**config.mk**
```make
export PLATFORM = sky130hd
export DESIGN_NAME = display_scan_mux
export DESIGN_NICKNAME = d
export VERILOG_FILES = /design/src/rtl/display_scan_mux.sv
export SDC_FILE = /design/constraint.sdc
export NUM_CORES = 1
export LEC_CHECK = 0
export ABC_AREA = 1
export CORE_MARGIN = 8
export CORE_UTILIZATION = 25
export CTS_CLUSTER_SIZE = 25
export DETAILED_ROUTE_END_ITERATION = 10
export PLACE_DENSITY = 0.53
export SETUP_SLACK_MARGIN = 0.05
export SLEW_MARGIN = 20
export SYNTH_ARGS = -nofsm -noshare
export SYNTH_HDL_FRONTEND = slang
export SYNTH_SLANG_ARGS = --single-unit
```
**constraint.sdc**
```tcl
create_clock -name clk -period 1.5 [get_ports clk]
set_input_delay 0.375 -clock clk [delete_from_list [all_inputs] [get_ports clk]]
set_output_delay 0.375 -clock clk [all_outputs]
set_load 0.01 [all_outputs]
```
**src/rtl/display_scan_mux.sv**
```systemverilog
// display_scan_mux - time-multiplexed scanner for the Basys3 4-digit
// 7-segment display. Holds a 4-digit packed-BCD value, rotates through the
// digits at SCAN_HZ and drives the active-low anodes and decimal point.
// The nibble of the scanned digit is presented on bcd for an external
// BCD-to-7-segment decoder.
//
// New values are double-buffered: a load lands in a shadow register and is
// copied into the active register only at the frame boundary. As a result,
// a partially updated frame is never displayed. A load on the boundary edge
// itself goes straight to the active register.
//
// Optional feature: define LEADING_ZERO_BLANK_EN to keep the anodes of
// leading-zero digits off. Digit 0, and any digit with its decimal point
// enabled (plus every digit below it), is always shown.
module display_scan_mux #(
   parameter int CLK_HZ    = 100000000,
   parameter int SCAN_HZ   = 1000,
   parameter int BLANK_CYC = 16
) (
   input  logic        clk,
   input  logic        rst,
   input  logic        load,
   input  logic [15:0] value,
   input  logic [3:0]  dp_in,
   output logic [3:0]  bcd,
   output logic [3:0]  an,
   output logic        dp,
   output logic        frame_tick,
   output logic        bcd_err
);

   localparam int DIV = CLK_HZ / SCAN_HZ;
   localparam int CW  = (DIV > 1) ? $clog2(DIV) : 1;
   localparam logic [CW-1:0] CNT_LAST  = CW'(DIV - 1);
   localparam logic [CW-1:0] BLANK_END = CW'(BLANK_CYC);

   // A slot must hold the blanking window plus at least two lit cycles.
   generate
      if (DIV < BLANK_CYC + 2) begin : g_bad_div
         $error("display_scan_mux: CLK_HZ/SCAN_HZ must be at least BLANK_CYC+2");
      end
   endgenerate

   logic [CW-1:0] cnt;
   logic [1:0]    idx;
   logic          pending;
   logic [15:0]   shadow_val;
   logic [3:0]    shadow_dp;
   logic [15:0]   active_val;
   logic [3:0]    active_dp;

   logic          slot_end;
   logic          boundary;
   logic [3:0]    cur_nibble;
   logic          cur_dp;
   logic [3:0]    show_mask;
   logic          anode_on;
   logic [3:0]    an_next;
   logic          value_bad;

   assign slot_end = (cnt == CNT_LAST);
   assign boundary = slot_end && (idx == 2'd3);

   // Select the nibble and decimal point of the digit being scanned.
   always_comb begin
      cur_nibble = 4'd0;
      cur_dp     = 1'b0;
      case (idx)
         2'd0: begin cur_nibble = active_val[3:0];   cur_dp = active_dp[0]; end
         2'd1: begin cur_nibble = active_val[7:4];   cur_dp = active_dp[1]; end
         2'd2: begin cur_nibble = active_val[11:8];  cur_dp = active_dp[2]; end
         default: begin cur_nibble = active_val[15:12]; cur_dp = active_dp[3]; end
      endcase
   end

   // Flag any nibble of the active value that is not a decimal digit.
   always_comb begin
      value_bad = 1'b0;
      for (int i = 0; i < 4; i++) begin
         if (active_val[i*4 +: 4] > 4'd9) begin
            value_bad = 1'b1;
         end
      end
   end

`ifdef LEADING_ZERO_BLANK_EN
   logic keep;

   // Walk down from digit 3: once a non-zero nibble or a lit decimal point
   // is seen, that digit and every digit below it stay visible.
   always_comb begin
      show_mask = 4'b0001;
      keep      = 1'b0;
      for (int i = 3; i >= 1; i--) begin
         keep = keep | (active_val[i*4 +: 4] != 4'd0) | active_dp[i];
         show_mask[i] = keep;
      end
   end
`else
   assign show_mask = 4'b1111;
`endif

   // Decide the anode pattern for the current cycle of the slot.
   always_comb begin
      anode_on = (cnt >= BLANK_END) && show_mask[idx];
      an_next  = 4'b1111;
      if (anode_on) begin
         an_next = ~(4'b0001 << idx);
      end
   end

   // Prescaler and digit index: advance one digit every DIV cycles.
   always_ff @(posedge clk) begin
      if (rst) begin
         cnt <= '0;
         idx <= 2'd0;
      end else if (slot_end) begin
         cnt <= '0;
         idx <= idx + 2'd1;
      end else begin
         cnt <= cnt + 1'b1;
      end
   end

   // Shadow/active double buffer; the active value only moves at a frame
   // boundary, and a load on the boundary itself beats an older shadow.
   always_ff @(posedge clk) begin
      if (rst) begin
         pending    <= 1'b0;
         shadow_val <= 16'd0;
         shadow_dp  <= 4'd0;
         active_val <= 16'd0;
         active_dp  <= 4'd0;
      end else if (boundary) begin
         if (load) begin
            active_val <= value;
            active_dp  <= dp_in;
         end else if (pending) begin
            active_val <= shadow_val;
            active_dp  <= shadow_dp;
         end
         pending <= 1'b0;
      end else if (load) begin
         shadow_val <= value;
         shadow_dp  <= dp_in;
         pending    <= 1'b1;
      end
   end

   // Registered pin drivers, computed from the state before the edge.
   always_ff @(posedge clk) begin
      if (rst) begin
         bcd        <= 4'd0;
         an         <= 4'b1111;
         dp         <= 1'b1;
         frame_tick <= 1'b0;
         bcd_err    <= 1'b0;
      end else begin
         bcd        <= cur_nibble;
         an         <= an_next;
         dp         <= anode_on ? ~cur_dp : 1'b1;
         frame_tick <= boundary;
         bcd_err    <= value_bad;
      end
   end

endmodule

```
== Word level (Yosys, flattened, before mapping) ==
Cells that the tools add are included.
Widths: inputs -> output; s select.
Word-level totals
  register bits: 71
  input bits: 23
Cells by class
  add/sub/neg operators: 2
  $lt $le $gt $ge: 6
  equal/unequal tests: 4
  shift operators: 1
  muxes and demuxes: 12
  bitwise logic cells: 4
  reduce and logical (&&, ||, !) cells: 9
Operators with widths (number)
  $mux 16: 2
  $add 17x1->17 const B: 1
  $eq 17x17->1 const B: 1
  $ge 17x5->1 const B: 1
  $gt 4x4->1 const B: 4
  $pmux 4 s3: 1
  $mux 4: 2
  $reduce_or 2->1: 3
  $mux 1: 5
  $eq 2x2->1 const B: 2
  $not 4->4: 1
  $reduce_and 2->1: 2
  $shl 1x2->4 const A: 1
  $lt 2x3->1 const B: 1
  $not 1->1: 3
  $pmux 1 s3: 1
  $add 2x1->2 const B: 1
  $bmux 1 s2: 1
  $eq 2x1->1 const B: 1
  $logic_and 1x1->1: 2
  $logic_not 2->1: 1
  $reduce_bool 2->1: 1

== Depth between registers and ports, before layout ==
Gate-level depths: netlist of the first run.
  depth after elaboration: 5
  mapped depth: 10
  gate-level depth less buffers: 9

== Worst setup path before layout of the first run ==
Ideal clock, no wire load.
  kind: flip-flop to flip-flop
  from: register cnt[0]
  to: register cnt[15]
  setup time: 0.122 ns
  data arrival time: 1.360 ns
  required time: 1.378 ns
  slack: 0.018 ns
  stages on the path, launching flop included: 10
  path buffers: 1
  cells stage by stage: dfxtp_1 > ha_1 > nand2_1 > inv_2 > nand2_1 > nor2_4 > nand3_1 > nand2_2 > buf_4 > a21oi_1
Between the ends
  word-level cells in the longest chain between the ends: 2
RTL lines
  from (decl): line 44  | logic [CW-1:0] cnt;
  from (signal assigned): line 121  | cnt <= cnt + 1'b1;
  branches (longest 2 deep; another with $add 17x1->17)
Several ways; the timed one is not identified.
A chain may end at the register's enable or synchronous reset.

== Worst setup path after layout of the first run ==
  from: register cnt[0]
  to: register active_val[9]
Between the ends
  word-level cells in the longest chain between the ends: 3
RTL lines
  $eq 17x17->1: line 61  | assign slot_end = (cnt == CNT_LAST);
  $logic_and 1x1->1: line 62  | assign boundary = slot_end && (idx == 2'd3);
  $reduce_and 2->1 (no line)
  to (signal assigned): line 136  | active_val <= value;
  to (signal assigned): line 139  | active_val <= shadow_val;
  to (decl): line 49  | logic [15:0] active_val;
No other way between the ends.

==> results by group, run 1 <==
Timing
  – Slew Limit Headroom: 0.7790
  – Final hold slack: 0.4754 ns
  – Final setup violation count: 38
  – Period utilisation layout: 1.051
  – Slew Viols, Final: 0
  – Fmax: 0.6345 GHz
  – RSZ-0062 raised after global routing: true
  – Post-route minimum period: 1.576 ns
  – Slew @ Worst Pin: 0.3312 ns
  – PnR worst setup slack: -0.07598 ns
  – Final Hold Violating Endpoints: 0
  – Worst Skew: 0.006984 ns

Routing
  – DRC violations left: 0
  – Drt total wl: 9249 um
  – DRT iter0 DRCs: 138
  – Vias per cell: 4.467
  – Pre-antenna DRT Iters: 4
  – Post-route ant nets: 0
  – Routed length per instance: 12.77 um
  – Via Count: 3234

Floorplanning
  – Core area: 13300 um^2
  – Die area: 17630 um^2
  – Starting Density: 0.2564
  – Boundary pin count: 34
  – Vert. Die Dim: 132.8 um
  – Die width: 132.8 um
  – Num rows: 42

Yosys
  – Syn nets: 495
  – Synth cell types: 28
  – Area leader, netlist: dfxtp_1
  – Yosys warns: 0
  – Top cell type's share of synthesized area: 0.4169
  – Sequential cell area fraction in the yosys report: 0.4169
  – Mapped Cells: 465
  – Syn_area_per_cell: 7.332 um^2
  – Synth top area cells: dfxtp_1, nor2_1, nand2_1
  – #FFs+latches synth: 71
  – Post-Syn Area: 3410 um^2

Setup path
  – Setup Crit Path Kind: flip-flop to flip-flop
  – WP data arrival: 1.81 ns
  – CP required: 1.74 ns
  – CP endpoint kind: flip-flop
  – CP max FO: 5
  – Worst Setup Start Kind: flip-flop
  – Reg2reg path depth: 10
  – CP peak stage delay: 0.35 ns
  – Slowest cell on crit path: dfxtp_2
  – CP cell instances: ha_4, nand2_4, buf_4, nor2_4, nand3_2, nor2_4, buf_4, nand4_1, nand2_1, nor2_1

CTS
  – Worst-path clk slew: 0.06 ns
  – Clk sink count: 71
  – Clock Path Buffers: 2
  – Hold-fix buffers at CTS: 0
  – H-tree depth: 3
  – Clock Latency Late Sink: 0.34 ns
  – CTS tree: yes
  – Clk root buf: clkbuf_16
  – Number of buffers created by CTS: 9

Layout
  – Commonest non-fill, non-tap cell in the layout: nor2_1
  – P&R area growth vs syn: 47.56%
  – Most frequent cells in the layout: nor2_1, nand2_1, dfxtp_1, inv_1, buf_4
  – Final nets: 573
  – Multi-input gate area: 1916 um^2
  – Ant. Diodes: 0
  – Final core utilization: 0.3784
  – Fillers: 1346
  – Layout cell share with drive strength beyond 1: 0.2372
  – Sequential standard cell area: 1425 um^2

Power
  – Clock power frac: 0.486
  – Internal Pwr Total: 3.552 mW
  – Flop pwr share: 0.429
  – Switching part of the total power: 0.2238
  – Max IR drop VDD: 0.3943 mV
  – Switching Power: 1.024 mW
  – Logic gate share of total power: 0.085
  – Power per cell area: 909.4 nW/um^2
  – Lkg Pwr: 2.144 nW

GRT
  – Global-route wire length before repair: 14950 um
  – Initial antenna violation count: 0
  – Vias in the first global route: 3103
  – Total GRT Usage: 0.1036
  – GRT overflow: 0
  – Largest net degree at the start of global routing: 31

Worst hold path
  – Hold WC Path Type: flip-flop to flip-flop
  – Hold Crit Depth: 2

Place
  – Port Buffers: 33
  – HPWL Detailed: 6244 um
  – Routability cong.: 0.8350

Status
  – Failing checks: setup timing
  – Status: finished, violations left

Flow run
  – Max-cap violations: 0
[flip-flops by register name, summed over array words and instances, names as in the netlist]
name	flops
active_val	16
shadow_val	16
dp	1
bcd	4
frame_tick	1
active_dp	4
idx	2
shadow_dp	4
cnt	17
an	4
pending	1
bcd_err	1
[cell usage after synthesis, drive strengths merged]
cell type,instances
nor2,90
nand2,80
dfxtp,71
inv,47
a21oi,34
nand3,29
nand4,29
mux2i,20
buf,17
o21ai,13
clkbuf,8
ha,7
nor3,6
xor2,6
a31oi,5
a41oi,1
nand3b,1
o21a,1
[area by class of cell]
type / instances / area share
well taps: 176 / 0.04377
inverters: 47 / 0.03556
multi-input cells: 322 / 0.3808
flip-flops and latches: 71 / 0.2833
repair buffers: 92 / 0.1950
clock inverters: 3 / 0.007958
clock buffers: 13 / 0.05372
[timing repair]
action / 4_1_cts / 5_1_grt
endpoints found under the setup margin: 68 / 60
buffers inserted: 9 / 3
pin swaps: 5 / 15
gates resized for setup: 51 / 33
gates cloned: 4 / 4
[path summary, 6_finish.rpt]
kind | from | end | slack [ns]
hold reg to reg | shadow_val[9]$_SDFFE_PP0P_ | shadow_val[9]$_SDFFE_PP0P_ | 0.48
hold / removal | shadow_val[9]$_SDFFE_PP0P_ | shadow_val[9]$_SDFFE_PP0P_ | 0.48
setup / recovery | cnt[0]$_SDFF_PP0_ | active_val[9]$_SDFFE_PP0P_ | -0.08
setup reg to reg | cnt[0]$_SDFF_PP0_ | active_val[9]$_SDFFE_PP0P_ | -0.08
[cell families after synthesis]
logic type               Yosys count  synth area share
multiplexers                      20           0.05872
buffers and inverters             72           0.09027
XOR/XNOR                           6           0.01541
adder cells (fa/ha/maj)            7           0.02569
flip-flops                        71            0.4169
AO/OA/AOI/OAI                     54           0.08294
AND/OR/NAND/NOR                  235            0.3101
[power groups by stage]
| stage | clock network, mW | registers, mW | logic, mW |
|---|---|---|---|
| after floorplan | 0 | 1.99 | 0.194 |
| after global placement | 0 | 1.99 | 0.320 |
| after detailed placement | 0 | 2.00 | 0.326 |
| after CTS | 2.28 | 1.96 | 0.370 |
| after global routing | 2.36 | 1.97 | 0.428 |
| final | 2.22 | 1.96 | 0.387 |
[metal layers]
metal,track usage,routed length [um]
met5,0,0
met4,0.06183,191
met3,0.01930,235
met2,0.1544,4002
met1,0.1357,4820
[stage by stage]
stage	TNS (ns)	setup slack (ns)	std cells	total power [mW]	instance area, um^2
floorplan	0	0.06956	465	2.186	3442
global placement	-7.419	-0.1770	690	2.313	4180
detailed placement	-5.442	-0.1539	690	2.322	4180
CTS	-1.987	-0.07935	718	4.609	4826
global route	-5.390	-0.1838	724	4.752	5031
finish	-1.817	-0.07598	724	4.575	5031
[critical path, delay by kind of cell (launching register included)]
kind,cells,cell delay [ns]
buffers and inverters,2,0.32
adder cells (fa/ha/maj),1,0.15
AND/OR/NAND/NOR,7,0.67
flip-flops,1,0.35
No activity file was read; power rests on OpenSTA's default activity.
==> run 2: changes to the inputs <==
--- a/config.mk
+++ b/config.mk
@@ -10,6 +10,7 @@
 export CORE_UTILIZATION = 25
 export CTS_CLUSTER_SIZE = 25
 export DETAILED_ROUTE_END_ITERATION = 10
+export GPL_TIMING_DRIVEN = 0
 export PLACE_DENSITY = 0.53
 export SETUP_SLACK_MARGIN = 0.05
 export SLEW_MARGIN = 20
==> results by group, run 2 (synthesis gave the netlist of run 1 again) <==
Status
  – Status: finished, violations left
  – Failing checks: setup timing

Setup path
  – CP endpoint kind: flip-flop
  – Worst Setup Start Kind: flip-flop
  – Setup Crit Path Kind: flip-flop to flip-flop
  – CP max FO: 10
  – WP data arrival: 1.80 ns
  – CP Launch Point: cnt[0]$_SDFF_PP0_
  – RR Startpoint: cnt[0]$_SDFF_PP0_
  – CP required: 1.73 ns

CTS
  – Clock Latency Late Sink: 0.34 ns
  – Number of buffers created by CTS: 9
  – Worst-path clk slew: 0.06 ns
  – Clk sink count: 71
  – Clock Path Buffers: 2
  – Hold-fix buffers at CTS: 0
  – CTS tree: yes
  – Clk root buf: clkbuf_16
  – H-tree depth: 3

Timing
  – Slew Viols, Final: 0
  – Slew @ Worst Pin: 0.8567 ns
  – Fmax: 0.6371 GHz
  – Post-route minimum period: 1.570 ns
  – Period utilisation layout: 1.046
  – Final setup violation count: 24
  – Final Hold Violating Endpoints: 0
  – RSZ-0062 raised after global routing: true
  – Worst Skew: 0.005813 ns
  – Post-route setup TNS: -1.144 ns
  – Slew Limit Headroom: 0.4288
  – PnR worst setup slack: -0.06969 ns

Floorplanning
  – Core area: 13300 um^2
  – Num rows: 42
  – Starting Density: 0.2564
  – Die width: 132.8 um
  – Vert. Die Dim: 132.8 um
  – Die area: 17630 um^2
  – Boundary pin count: 34

Worst hold path
  – Hold WC Path Type: flip-flop to flip-flop
  – Worst Hold Launch: shadow_val[8]$_SDFFE_PP0P_

Routing
  – Post-route ant nets: 0
  – DRT iter0 DRCs: 192
  – Routed length per instance: 13.25 um
  – DRC violations left: 0
  – Vias per cell: 4.452
  – Pre-antenna DRT Iters: 4
  – Via Count: 3143
  – Drt total wl: 9351 um

Layout
  – P&R area growth vs syn: 40.70%
  – Layout cell share with drive strength beyond 1: 0.2415
  – Ant. Diodes: 0
  – Commonest non-fill, non-tap cell in the layout: nand2_1
  – Final nets: 555
  – Max reg flops: 17
  – Fillers: 1387
  – Fin cells: 706
  – Biggest register: cnt
  – Biggest regs: cnt: 17 flops, active_val: 16 flops, shadow_val: 16 flops
  – Most frequent cells in the layout: nand2_1, dfxtp_1, nor2_1, inv_1, nand4_1

Power
  – Power per cell area: 927.7 nW/um^2
  – Max IR drop VDD: 0.4601 mV
  – Lkg Pwr: 2.005 nW

Place
  – Cell count after placement: 673
  – Port Buffers: 32
  – HPWL Detailed: 6477 um
  – DP Worst Slack: -0.6502 ns
  – Routability cong.: 0.8092

GRT
  – Largest net degree at the start of global routing: 12
  – Initial antenna violation count: 0
  – Total GRT Usage: 0.1029
  – Global-route wire length before repair: 14850 um
  – Vias in the first global route: 3041
  – GRT overflow: 0

Flow run
  – Max-cap violations: 0
[run 2: cell types whose count changed in the layout (fill, tap and decap cells not counted), moves of 5 or more]
cell	before	now
a21oi_1	19	14
buf_2	1	6
buf_4	41	11
clkbuf_1	1	7
nor2_2	2	17
nor2_1	82	64
[run 2: worst max-delay path, cell delays in order, from the launching register on]
cell,delay (ns)
dfxtp_2,0.36
ha_4,0.15
nand2_4,0.07
inv_4,0.07
nand2_4,0.05
nor2_4,0.12
nand4_4,0.13
buf_12,0.19
buf_12,0.15
a21oi_2,0.12
nor2_1,0.06
[run 2: report_power, final]
group | switching [mW] | leakage, nW | internal, mW
Sequential | 0.0335 | 0.581 | 1.93
Clock | 0.794 | 0.146 | 1.32
Combinational | 0.196 | 1.28 | 0.170
Total | 1.02 | 2.00 | 3.43
[run 2: worst paths after layout]
kind	slack (ns)	to	cells past startpoint
setup reg to reg	-0.07	shadow_dp[2]$_SDFFE_PP0P_	10
hold reg to reg	0.48	shadow_val[8]$_SDFFE_PP0P_	2
setup / recovery	-0.07	shadow_dp[2]$_SDFFE_PP0P_	10
hold / removal	0.48	shadow_val[8]$_SDFFE_PP0P_	2
[run 2: metal layers]
layer / share of wire / track usage / vias up
met5: 0 / 0 / -
met4: 0.023 / 0.04858 / 0
met3: 0.040 / 0.02687 / 20
met2: 0.44 / 0.1580 / 61
met1: 0.49 / 0.1310 / 1421
li1: - / - / 1641
[run 2: area by class of cell]
| class | count | area (um^2) | share of cell area |
|---|---|---|---|
| inverters | 47 | 178.9 | 0.03730 |
| clock buffers | 12 | 246.5 | 0.05138 |
| plain buffers | 25 | 200.2 | 0.04173 |
| repair buffers | 49 | 493.0 | 0.1028 |
| flip-flops and latches | 71 | 1431 | 0.2984 |
| multi-input cells | 322 | 1982 | 0.4131 |
| well taps | 176 | 220.2 | 0.04591 |
| clock inverters | 4 | 45.04 | 0.009390 |
[run 2: repair_timing]
| action | 4_1_cts | 5_1_grt |
|---|---|---|
| resized for setup | 59 | 56 |
| setup endpoints to repair | 74 | 64 |
| gates cloned | 2 | 3 |
| buffers inserted | 8 | 5 |
| pin swaps | 26 | 26 |
[run 2: through the flow]
step / hold WS (ns) / power (mW) / area (um^2) / util
after CTS: 0.4813 / 4.450 / 4506 / 0.3389
after global placement: 0.4233 / 2.304 / 3983 / 0.2995
after global routing: 0.5065 / 4.613 / 4797 / 0.3608
final: 0.4763 / 4.450 / 4797 / 0.3608
after floorplan: 0.4094 / 2.186 / 3442 / -
after detailed placement: 0.4388 / 2.309 / 3983 / 0.2995
==> RTL edit 1, RTL diff (flow settings as in run 2) <==
Change the parameter `BLANK_CYC` from 16 to 12.
--- a/src/rtl/display_scan_mux.sv
+++ b/src/rtl/display_scan_mux.sv
@@ -15,7 +15,7 @@
 module display_scan_mux #(
    parameter int CLK_HZ    = 100000000,
    parameter int SCAN_HZ   = 1000,
-   parameter int BLANK_CYC = 16
+   parameter int BLANK_CYC = 12
 ) (
    input  logic        clk,
    input  logic        rst,
Check against the original RTL: no difference found for any inputs over 10 cycles, from zero or initial values and one cycle with rst high; that may be too few to reach the edited logic, so the function may still have changed.
==> RTL edit 1 against run 2 <==
- the run still ends with negative setup slack left
- area after synthesis down 1.5%
- first-iteration DRC count shrank 19%
- sequential cell count stayed put
- routed wire length is 3.5% higher
- combinational power is 5.5% lower
- power shrank 0.64%
- design area increased by 0.65%
- clock skew grew 0.00053 ns
- setup slack better by 0.054 ns
- critical path type unchanged
- largest cell class unchanged
==> RTL edit 1: results <==
{
  "crit_end": "shadow_val[12]$_SDFFE_PP0P_",
  "fin_ws_ns": -0.0156,
  "clk_latency_ns": 0.34,
  "portBuffers": 32,
  "fillers": 1351,
  "yosysSeqAreaShare_pct": 42.3,
  "drive_above_1_share_pct": 27.3,
  "max_slew_margin_pct": 59.5,
  "yosys_warnings": 0,
  "critPathLaunch": "cnt[16]$_SDFF_PP0_",
  "status": "complete, but fails checks",
  "n_antenna_cell": 0,
  "dpl_cell_area_um2": 3900,
  "antenna_found_initial": 0,
  "clk_path_buf_depth": 2,
  "violations": "negative setup slack",
  "synth-async-reset-ratio_pct": 0,
  "post_drt_wl_per_cell_um": 13.5,
  "top_regs": "cnt (17), active_val (16), shadow_val (16)",
  "finalClockSkew_ns": 0.00635,
  "power_leakage_nw": 2.09,
  "grt_usage_pct": 11.1,
  "whs_path_depth": 1,
  "synthTopCellsByCount": "nor2_1, nand2_1, dfxtp_1",
  "yosys-top-cells-area": "dfxtp_1, nor2_1, nand2_1",
  "grt_pass1_wl_um": 15700,
  "setup_viol": 6,
  "gp_congestion": 0.788,
  "grt_pass1_vias": 3160,
  "num-nets-final": 564,
  "dpl.hpwl_um": 6450,
  "dp_cells": 671,
  "reg2reg_depth": 7,
  "switching_share_pct": 23.0,
  "cp_max_fo": 5,
  "slowest_delay_ns": 0.38,
  "reg2reg_to": "shadow_val[12]$_SDFFE_PP0P_",
  "r2r-start": "cnt[16]$_SDFF_PP0_",
  "vias_per_cell": 4.52,
  "powerDensity_nw_per_um2": 916,
  "clk_pin_slew_ns": 0.06,
  "ys_types": 32,
  "synthCells": 463,
  "drt-total-wl_um": 9680,
  "synth.net_count": 493,
  "cts_root_buf": "clkbuf_16",
  "cp.arrival_ns": 1.75,
  "cts_buffers": 9,
  "power.share.clock_pct": 48.0,
  "irDropWorstVdd_mv": 0.533,
  "dr.pass1.iters": 4,
  "drt-initial-drc-count": 155,
  "hold_class": "flip-flop to flip-flop"
}
==> RTL edit 1: timing repair <==
action,4_1_cts,5_1_grt
gates resized for setup,103,56
cloned,7,2
buffers inserted,14,6
pin swaps,33,23
endpoints found under the setup margin,76,56
==> RTL edit 1: per-stage QoR <==
| step | setup TNS [ns] | utilization (%) | hold slack (ns) | worst slack [ns] |
|---|---|---|---|---|
| 3_5_place_dp | -28.66 | 29.6 | 0.457 | -0.514 |
| 4_1_cts | -0.00224 | 34.8 | 0.445 | -0.00224 |
| 3_3_place_gp | -26.67 | 29.6 | 0.448 | -0.492 |
| 2_1_floorplan | 0 | - | 0.430 | 0.0694 |
| 5_1_grt | -2.78 | 36.6 | 0.469 | -0.126 |
| 6_report | -0.0436 | 36.6 | 0.450 | -0.0156 |
==> RTL edit 1: worst min path at each step <==
stage,startpoint,end,slack [ns]
after global routing,cnt[0]$_SDFF_PP0_,cnt[0]$_SDFF_PP0_,0.47
after CTS,cnt[0]$_SDFF_PP0_,cnt[0]$_SDFF_PP0_,0.44
final,cnt[0]$_SDFF_PP0_,cnt[0]$_SDFF_PP0_,0.45
after detailed placement,cnt[0]$_SDFF_PP0_,cnt[0]$_SDFF_PP0_,0.46
after floorplan,cnt[0]$_SDFF_PP0_,cnt[0]$_SDFF_PP0_,0.43
after global placement,cnt[0]$_SDFF_PP0_,cnt[0]$_SDFF_PP0_,0.45
==> RTL edit 1: per-layer routing <==
metal	GRT usage (%)	part of all wire [%]	wire [um]
met1	14.2	49	4750
met2	17.0	45	4330
met5	0	0	0
met4	4.08	1.4	140
met3	3.66	4.7	458
==> RTL edit 1: cell families (layout without fill, tap and decap cells) <==
logic type | count (synthesis) | after routing | synth area share [%]
and+or+nand+nor | 237 | 238 | 31.4
buffers and inverters | 72 | 147 | 8.64
DFF | 71 | 71 | 42.3
AOI/OAI and AO/OA | 54 | 54 | 8.53
muxes | 20 | 20 | 5.96
adders and majority gates | 7 | 7 | 2.61
xor gates and xnor gates | 2 | 2 | 0.522
==> RTL edit 1: layout make-up <==
| cell class | instances | area, um^2 | area share (%) |
|---|---|---|---|
| multi-input combinational | 321 | 1950 | 40.4 |
| sequential | 71 | 1460 | 30.1 |
| timing repair buffer | 60 | 572 | 11.8 |
| clock buffer | 12 | 246 | 5.10 |
| tap | 176 | 220 | 4.56 |
| inverter | 47 | 180 | 3.73 |
| buffer | 24 | 159 | 3.29 |
| clock inverter | 4 | 45.0 | 0.933 |
==> RTL edit 1: critical path, delay by kind of cell, from the launching register on <==
| family | cells | cell delay, ns |
|---|---|---|
| buffers and inverters | 2 | 0.32 |
| and+or+nand+nor | 4 | 0.58 |
| DFF | 1 | 0.38 |
| AOI/OAI and AO/OA | 1 | 0.13 |
==> RTL edit 2, RTL diff (settings of run 2) <==
Made on the original files. The output `dp` loses its register stage (`dp` becomes a continuous assignment).
--- a/src/rtl/display_scan_mux.sv
+++ b/src/rtl/display_scan_mux.sv
@@ -152,17 +152,17 @@
       if (rst) begin
          bcd        <= 4'd0;
          an         <= 4'b1111;
-         dp         <= 1'b1;
          frame_tick <= 1'b0;
          bcd_err    <= 1'b0;
       end else begin
          bcd        <= cur_nibble;
          an         <= an_next;
-         dp         <= anode_on ? ~cur_dp : 1'b1;
          frame_tick <= boundary;
          bcd_err    <= value_bad;
       end
    end
 
+   assign dp = anode_on ? ~cur_dp : 1'b1;
+
 endmodule
 
Formal check against the unedited RTL: no difference found for any inputs over 10 cycles, from zero or initial values and one cycle with rst high; that may be too few to reach the edited logic, so the function may still have changed.
==> RTL edit 2 against run 2 <==
- the run still ends with negative setup slack left
- setup slack got worse by 0.19 ns
- count of clock-buffer cells in the layout decreased by 2
- highest routed layer unchanged
- sequential power decreased by 2%
- routed wire length increased by 7.2%
- sequential cell count decreased by 1
- design area increased by 6.7%
- area after synthesis decreased by 1.7%
- power increased by 0.17%
- sequential share of layout area decreased by 1.7 points
==> RTL edit 2: results <==
{
  "cts_buffers": 9,
  "dpl_cell_area_um2": 3930,
  "yosysSeqAreaShare_pct": 41.8,
  "cp.arrival_ns": 1.39,
  "gp_congestion": 0.771,
  "finalClockSkew_ns": 0.00984,
  "worst_pin_slew_ns": 0.732,
  "grt_use_met2_pct": 18.5,
  "drt-initial-drc-count": 186,
  "yosys-top-cells-area": "dfxtp_1, nor2_1, nand2_1",
  "clk_latency_ns": 0.34,
  "wl_met2_um": 4800,
  "synth-compound-area-share_pct": 7.87,
  "clk_pin_slew_ns": 0.06,
  "fin_ws_ns": -0.263,
  "clk_path_buf_depth": 2,
  "portBuffers": 32,
  "synth.net_count": 486,
  "ys_types": 30,
  "grt_pass1_wl_um": 16700,
  "dpl.hpwl_um": 6540,
  "num-nets-final": 570,
  "violations": "negative setup slack",
  "status": "complete, but fails checks",
  "synth_xor_area_share_pct": 1.31,
  "grt_max_degree": 13,
  "setup_viol": 37,
  "slowest_delay_ns": 0.38,
  "grtUsageMet3_pct": 3.28,
  "dp_cells": 664,
  "fin_cells": 721,
  "cts_root_buf": "clkbuf_16",
  "power_leakage_nw": 2.09,
  "setup_tns_ns": -1.65,
  "yosys_warnings": 0,
  "grt_usage_pct": 11.7,
  "vias_per_cell": 4.57,
  "place_ws_ns": -0.641,
  "post_drt_wl_per_cell_um": 13.9,
  "cp_top_family": "flip-flops",
  "irDropWorstVdd_mv": 0.516,
  "synth_adder_area_share_pct": 2.61,
  "syn_area_per_cell_um2": 7.35,
  "yosys-mux-area-fraction_pct": 5.97,
  "slowest_stage": "dfxtp_4",
  "wl_met3_um": 487,
  "synthTopCellsByCount": "nor2_1, nand2_1, dfxtp_1",
  "n_antenna_cell": 0,
  "cp_max_fo": 5,
  "antenna_found_initial": 0,
  "met1_usage_pct": 14.5,
  "drive_above_1_share_pct": 34.9,
  "met1Wirelength_um": 4590,
  "grt_pass1_vias": 3269,
  "top_regs": "cnt (17), active_val (16), shadow_val (16)"
}
## RTL edit 2: cell types whose count changed in the layout (fill, tap and decap cells not counted), moves of 6 or more
cell,change
a21oi_1,-8
a21oi_2,+11
buf_4,+9
buf_6,+17
dfxtp_1,-10
dfxtp_4,+6
inv_1,-11
nand3_2,+7
nor2_1,+7
nor2_2,-10
## RTL edit 2: tightest hold or removal path: cells and delay by family (launching register included)
kind / cells / cell delay [ns]
and+or+nand+nor: 1 / 0.07
DFF: 1 / 0.34
AOI/OAI and AO/OA: 1 / 0.04
## RTL edit 2: where the power goes
group          internal (W)  total [W]  switching [W]
Combinational      0.000178   0.000385       0.000207
Clock               0.00133    0.00215       0.000820
Sequential          0.00190    0.00193      0.0000327
Total               0.00340    0.00446        0.00106
## RTL edit 2: cell type report
| cell class | instances | area, um^2 |
|---|---|---|
| flip-flops and latches | 70 | 1440 |
| well taps | 176 | 220 |
| repair buffers | 72 | 714 |
| clock inverters | 6 | 61.3 |
| plain buffers | 25 | 179 |
| fillers | 1294 | 8070 |
| clock buffers | 10 | 239 |
| multi-input cells | 321 | 2110 |
| inverters | 41 | 158 |
## RTL edit 2: timing repair
action | CTS | global route
endpoints found under the setup margin | 73 | 63
pin swaps | 38 | 31
resized for setup | 134 | 44
setup buffers | 20 | 12
gates cloned | 10 | 0
## RTL edit 2: final timing paths
path / startpoint / to / slack [ns] / cells past startpoint
worst max-delay path: idx[1]$_SDFFE_PP0P_ / dp / -0.26 / 5
worst min-delay path: shadow_val[11]$_SDFFE_PP0P_ / shadow_val[11]$_SDFFE_PP0P_ / 0.47 / 2
worst max register to register: cnt[1]$_SDFF_PP0_ / active_dp[3]$_SDFFE_PP0P_ / -0.09 / 9
worst min register to register: shadow_val[11]$_SDFFE_PP0P_ / shadow_val[11]$_SDFFE_PP0P_ / 0.47 / 2
